<file path="src/rtl/led_status_tx_if.sv">
// Host-facing byte/serial bundle for the LED status reporter: receiver byte
// strobe in, UART serial line and frame status out.
interface led_status_tx_if;
  logic [7:0] rx_byte;
  logic       rx_done;
  logic       tx;
  logic       tx_busy;
  logic       tx_done;

  // rx_done is a one-cycle strobe qualifying rx_byte (no back-pressure);
  // tx_busy spans a frame and tx_done pulses once in the first idle cycle after it.
  modport master (
    output rx_byte, rx_done,
    input  tx, tx_busy, tx_done
  );

  modport slave (
    input  rx_byte, rx_done,
    output tx, tx_busy, tx_done
  );
endinterface

</file>
<file path="src/rtl/led_status_tx.sv">
// UART 8N1 transmitter reporting RGB LED level changes as 'R'/'r', 'G'/'g', 'B'/'b';
// a received '?' forces a full three-byte status report.
module led_status_tx #(
  parameter int CLKS_PER_BIT = 1250
) (
  input  logic                 clk,
  input  logic                 rst_n,
  input  logic                 led_r,
  input  logic                 led_g,
  input  logic                 led_b,
  led_status_tx_if.slave       bus,
  output logic [1:0]           dbg_state
);

  localparam int CW = (CLKS_PER_BIT > 1) ? $clog2(CLKS_PER_BIT) : 1;
  localparam logic [CW-1:0] CNT_MAX = CW'(CLKS_PER_BIT - 1);

  typedef enum logic [1:0] {
    IDLE  = 2'd0,
    START = 2'd1,
    DATA  = 2'd2,
    STOP  = 2'd3
  } state_t;

  state_t          state, state_n;
  logic [CW-1:0]   cnt, cnt_n;
  logic [2:0]      bit_idx, bit_n;
  logic [7:0]      shreg, shreg_n;
  logic            tx_q, tx_n;
  logic            busy_q, busy_n;
  logic            done_q, done_n;
  logic            sh_r, sh_g, sh_b;
  logic            f_r, f_g, f_b;
  logic            req_r, req_g, req_b;
  logic            clr_r, clr_g, clr_b;
  logic            query;
  logic            wrap;

  // A channel asks to be reported while its level differs from what was last sent or a query forced it.
  assign req_r = (led_r != sh_r) | f_r;
  assign req_g = (led_g != sh_g) | f_g;
  assign req_b = (led_b != sh_b) | f_b;
  assign query = bus.rx_done && (bus.rx_byte == 8'h3F);
  assign wrap  = (cnt == CNT_MAX);

  always_comb begin
    state_n = state;
    cnt_n   = cnt;
    bit_n   = bit_idx;
    shreg_n = shreg;
    tx_n    = tx_q;
    busy_n  = busy_q;
    done_n  = 1'b0;
    clr_r   = 1'b0;
    clr_g   = 1'b0;
    clr_b   = 1'b0;
    case (state)
      IDLE: begin
        tx_n   = 1'b1;
        busy_n = 1'b0;
        if (req_r || req_g || req_b) begin
          if (req_r) begin
            shreg_n = led_r ? 8'h52 : 8'h72;
            clr_r   = 1'b1;
          end else if (req_g) begin
            shreg_n = led_g ? 8'h47 : 8'h67;
            clr_g   = 1'b1;
          end else begin
            shreg_n = led_b ? 8'h42 : 8'h62;
            clr_b   = 1'b1;
          end
          cnt_n   = '0;
          bit_n   = 3'd0;
          tx_n    = 1'b0;
          busy_n  = 1'b1;
          state_n = START;
        end
      end
      START: begin
        if (wrap) begin
          cnt_n   = '0;
          tx_n    = shreg[0];
          state_n = DATA;
        end else begin
          cnt_n = cnt + CW'(1);
        end
      end
      DATA: begin
        if (wrap) begin
          cnt_n = '0;
          if (bit_idx == 3'd7) begin
            tx_n    = 1'b1;
            state_n = STOP;
          end else begin
            bit_n = bit_idx + 3'd1;
            tx_n  = shreg[bit_n];
          end
        end else begin
          cnt_n = cnt + CW'(1);
        end
      end
      STOP: begin
        if (wrap) begin
          cnt_n   = '0;
          busy_n  = 1'b0;
          done_n  = 1'b1;
          state_n = IDLE;
        end else begin
          cnt_n = cnt + CW'(1);
        end
      end
      default: begin
        state_n = IDLE;
        tx_n    = 1'b1;
        busy_n  = 1'b0;
      end
    endcase
  end

  always_ff @(posedge clk or negedge rst_n) begin
    if (!rst_n) begin
      state   <= IDLE;
      cnt     <= '0;
      bit_idx <= 3'd0;
      shreg   <= 8'h00;
      tx_q    <= 1'b1;
      busy_q  <= 1'b0;
      done_q  <= 1'b0;
    end else begin
      state   <= state_n;
      cnt     <= cnt_n;
      bit_idx <= bit_n;
      shreg   <= shreg_n;
      tx_q    <= tx_n;
      busy_q  <= busy_n;
      done_q  <= done_n;
    end
  end

  // Shadows follow the level actually sent; a query in the clearing cycle keeps the flag set.
  always_ff @(posedge clk or negedge rst_n) begin
    if (!rst_n) begin
      sh_r <= 1'b0;
      sh_g <= 1'b0;
      sh_b <= 1'b0;
      f_r  <= 1'b0;
      f_g  <= 1'b0;
      f_b  <= 1'b0;
    end else begin
      if (clr_r) sh_r <= led_r;
      if (clr_g) sh_g <= led_g;
      if (clr_b) sh_b <= led_b;
      f_r <= (f_r & ~clr_r) | query;
      f_g <= (f_g & ~clr_g) | query;
      f_b <= (f_b & ~clr_b) | query;
    end
  end

  assign bus.tx      = tx_q;
  assign bus.tx_busy = busy_q;
  assign bus.tx_done = done_q;
  assign dbg_state   = state;

endmodule

</file>
<file path="src/flat_wrapper.sv">
// flat-port wrapper written by rule: the top's interface ports become plain ports
module led_status_tx_flat 
#(
  parameter int CLKS_PER_BIT = 1250
)
  (clk, rst_n, led_r, led_g, led_b, dbg_state, bus_rx_byte, bus_rx_done, bus_tx, bus_tx_busy, bus_tx_done);
  led_status_tx_if bus_i ();
  input  logic clk;
  input  logic rst_n;
  input  logic led_r;
  input  logic led_g;
  input  logic led_b;
  output logic [1:0] dbg_state;
  input wire logic [$bits(bus_i.rx_byte)-1:0] bus_rx_byte;
  input wire logic [$bits(bus_i.rx_done)-1:0] bus_rx_done;
  output wire logic [$bits(bus_i.tx)-1:0] bus_tx;
  output wire logic [$bits(bus_i.tx_busy)-1:0] bus_tx_busy;
  output wire logic [$bits(bus_i.tx_done)-1:0] bus_tx_done;
  assign bus_i.rx_byte = bus_rx_byte;
  assign bus_i.rx_done = bus_rx_done;
  assign bus_tx = bus_i.tx;
  assign bus_tx_busy = bus_i.tx_busy;
  assign bus_tx_done = bus_i.tx_done;
  led_status_tx #(.CLKS_PER_BIT(CLKS_PER_BIT)) u_core (.clk(clk), .rst_n(rst_n), .led_r(led_r), .led_g(led_g), .led_b(led_b), .bus(bus_i), .dbg_state(dbg_state));
endmodule
</file>
<file path="config.mk">
export PLATFORM = sky130hd
export DESIGN_NAME = led_status_tx_flat
export DESIGN_NICKNAME = d
export VERILOG_FILES = /design/src/rtl/led_status_tx_if.sv /design/src/rtl/led_status_tx.sv /design/src/flat_wrapper.sv
export SDC_FILE = /design/constraint.sdc
export NUM_CORES = 1
export LEC_CHECK = 0
export ABC_AREA = 1
export BUFFER_PORTS_ARGS = -buffer_cell sky130_fd_sc_hd__buf_2
export CORE_UTILIZATION = 58
export CTS_CLUSTER_DIAMETER = 40
export CTS_CLUSTER_SIZE = 28
export DETAILED_ROUTE_END_ITERATION = 12
export PLACE_DENSITY = 0.79
export SETUP_SLACK_MARGIN = 0.2
export SLEW_MARGIN = 20
export SYNTH_ARGS = -nofsm -noshare
export SYNTH_HDL_FRONTEND = slang
export SYNTH_SLANG_ARGS = --single-unit
</file>
<file path="constraint.sdc">
create_clock -name clk -period 1.87 [get_ports clk]
set_input_delay 0.4675 -clock clk [delete_from_list [all_inputs] [get_ports clk]]
set_output_delay 0.4675 -clock clk [all_outputs]
set_load 0.05 [all_outputs]
</file>
==> flow_metrics.tcl <==
set metrics [dict create \
    status "finished clean" \
    cts_tree "built" \
    crit_path_start_kind "flop" \
    grt_overflow 0 \
    grt.total_usage 0.244 \
    core_region_area_um2 3050 \
    antenna_found_initial 0 \
    crit_start "u_core.bus.tx" \
    clock_sinks 29 \
    synthToLayoutAreaGrowth_pct 10.5 \
    synth_cell_type_count 30 \
    syn_avg_cell_area_um2 7.39 \
    postRouteAntennaNets 0 \
    switching_power_mw 0.264 \
    wl_met3_um 156 \
    worstPathMaxFanout 2 \
    slew_violations 0 \
    die_w_um 58.7 \
    wl_um 3540 \
    p_per_area_nw_per_um2 520 \
    wl_met2_um 1520 \
    path_class "flop to primary output" \
    synth_nets 275 \
    fin_skew_ps 5.78 \
    finalCritPeriodShare 0.852 \
    yosysTopAreaCell "dfrtp_1" \
    start_util 0.610 \
    ys_seq_area_frac 0.390 \
    ios 19 \
    combPwrFrac 0.068 \
    drive_above_1_share 0.159 \
    clock_latency_ps 330 \
    root_buffer "clkbuf_4" \
    fin_cells 320 \
    ys_seq_elements 29 \
    top_layer "met4" \
    netlist.area_leader.share 0.376 \
    io_buffers 18 \
    h-tree-depth 2 \
    dp.cells 312 \
    pwr-share-seq 0.596 \
    endpoint_kind "primary output" \
    ctsHoldBuffers 0 \
    synthCells 252 \
    dieArea_um2 3440 \
    slowest_stage "dfstp_2" \
    total_power_mw 1.07 \
    met1_length_um 1840 \
    setup_violations 0 \
    cellLeakagePower_nw 1.11 \
    cts_buffer_depth 2 \
    via_count 1620 \
    p_sw_frac 0.247 \
    drt_pass1_iterations 4 \
    setup_tns_ps 0 \
    cp_cell_sequence "buf_2" \
    n_fill_cell 277 \
    wire_per_inst_um 11.1 \
    diodes 0 \
    path_clk_slew_ps 90 \
    gp_congestion 0.905 \
    max_freq_mhz 628 \
    post-dp-hpwl_um 2680 \
    netlist_area_um2 1860 \
    crit_required_ps 1400 \
    internal-power_mw 0.805 \
    cts-buffers-inserted 5 \
    regArea_um2 729 \
    drt_iter0_drc 97 \
    yosys_warnings 0 \
    fin_util 0.674 \
    rsz0062_at_grt "false" \
    cp_num_buf_inv 1 \
    fin_nets 298 \
    drc 0 \
    r2r_start "u_core.cnt[1]" \
    clockPowerShare 0.336 \
    worstPathArrival_ps 1130 \
    hold_viol 0 \
    grt_pass1_wl_um 6400 \
    viasPerCell 5.06 \
    rows 20 \
    cap_violations 0 \
    synth.top_cells.by_area "dfrtp_1 (38%), nand2_1 (16%), inv_1 (7.9%)" \
    ir_worst_vdd_mv 0.282 \
    multi_input_area_um2 971 \
    slew-limit-headroom 0.598 \
    crit_family "flip-flops" \
    hp-class "primary input to asynchronous set/reset pin" \
    grt_pass1_vias 1542 \
    die_h_um 58.7 \
    worst_pin_slew_ps 603 \
    grt_start_max_net_pins 30 \
    fin_crit_ps 1590 \
    slowest_delay_ps 540 \
]
-- worst paths after layout --
| path | endpoint | slack [ps] | depth (start not counted) |
|---|---|---|---|
| max | bus_tx | 280 | 1 |
| min | u_core.shreg[4] | 130 | 1 |
| max reg2reg | u_core.bus.tx | 310 | 10 |
| min reg2reg | u_core.bus.tx | 470 | 2 |
| max in group asynchronous | u_core.cnt[0] | 1300 | 1 |
| min in group clk | u_core.sh_r | 390 | 3 |
-- sequential cells by signal, indices dropped and copies added (netlist names) --
name,flops
u_core.bus.tx_done,1
u_core.sh_g,1
u_core.dbg_state,2
u_core.sh_r,1
u_core.shreg,4
u_core.bus.tx_busy,1
u_core.sh_b,1
u_core.bus.tx,1
u_core.f_g,1
u_core.bit_idx,3
u_core.f_r,1
u_core.cnt,11
u_core.f_b,1
-- logic make-up (layout without fill, tap and decap cells) --
kind of cell             after synthesis  after routing  synth area share
adder cells (fa/ha/maj)                9              9            0.0604
AO/OA/AOI/OAI                         24             24            0.0705
buffers and inverters                 44             68            0.0933
AND/OR/NAND/NOR                      143            143             0.371
flip-flops                            29             29             0.390
XOR/XNOR                               3              3            0.0141
-- timing repair --
item / CTS / global route
buffers inserted: 0 / 0
gates resized for setup: 0 / 3
endpoints found under the setup margin: 0 / 4
-- placed cells by master, fill, tap and decap left out, types with 2 or more instances in the layout --
cell,netlist,final
o21ai_0,13,13
dfrtp_2,0,2
nand3_4,2,2
clkinv_2,0,2
nand2_2,4,4
nand4_1,17,17
nor2_1,18,18
nand2_1,78,78
nand3_1,16,16
clkbuf_4,0,5
buf_2,1,18
ha_1,9,8
dfrtp_1,28,26
a21oi_1,6,6
xor2_1,3,3
inv_1,39,39
o21bai_1,2,2
-- power groups by stage --
| stage | Sequential [mW] | Combinational [mW] | Clock [mW] |
|---|---|---|---|
| 6_report | 0.637 | 0.0725 | 0.360 |
| 5_1_grt | 0.639 | 0.0826 | 0.397 |
| 4_1_cts | 0.637 | 0.0739 | 0.372 |
| 3_5_place_dp | 0.650 | 0.0737 | 0 |
| 3_3_place_gp | 0.650 | 0.0725 | 0 |
| 2_1_floorplan | 0.649 | 0.0426 | 0 |
-- routing by layer --
metal	up-vias	track usage
met5	-	0
met4	0	0.0952
met3	4	0.0659
met2	35	0.365
met1	730	0.337
li1	851	-
-- final cells by class --
| type | count | area share |
|---|---|---|
| multi-input cells | 179 | 0.472 |
| inverters | 41 | 0.0748 |
| repair buffers | 19 | 0.0474 |
| well taps | 44 | 0.0267 |
| clock inverters | 2 | 0.00486 |
| clock buffers | 6 | 0.0201 |
| flip-flops and latches | 29 | 0.354 |
-- through the flow --
step | setup slack [ps] | instance area, um2 | hold WS, ps
after global placement | 293 | 2000 | 453
after CTS | 266 | 2050 | 150
after detailed placement | 239 | 2000 | 459
final | 277 | 2060 | 132
after floorplan | 247 | 1860 | 172
after global routing | 204 | 2060 | 169
-- cell usage after synthesis, drive strengths merged --
cell type,n
nor3,2
clkinv,1
a21oi,6
dfstp,1
dfrtp,28
nand3,19
o211ai,1
o21bai,2
nor2,20
nand2,82
nand3b,2
or2,1
o21ai,15
nand4,17
inv,40
clkbuf,1
ha,9
xor2,3
buf,2
Power figures use the tool's default switching activity.
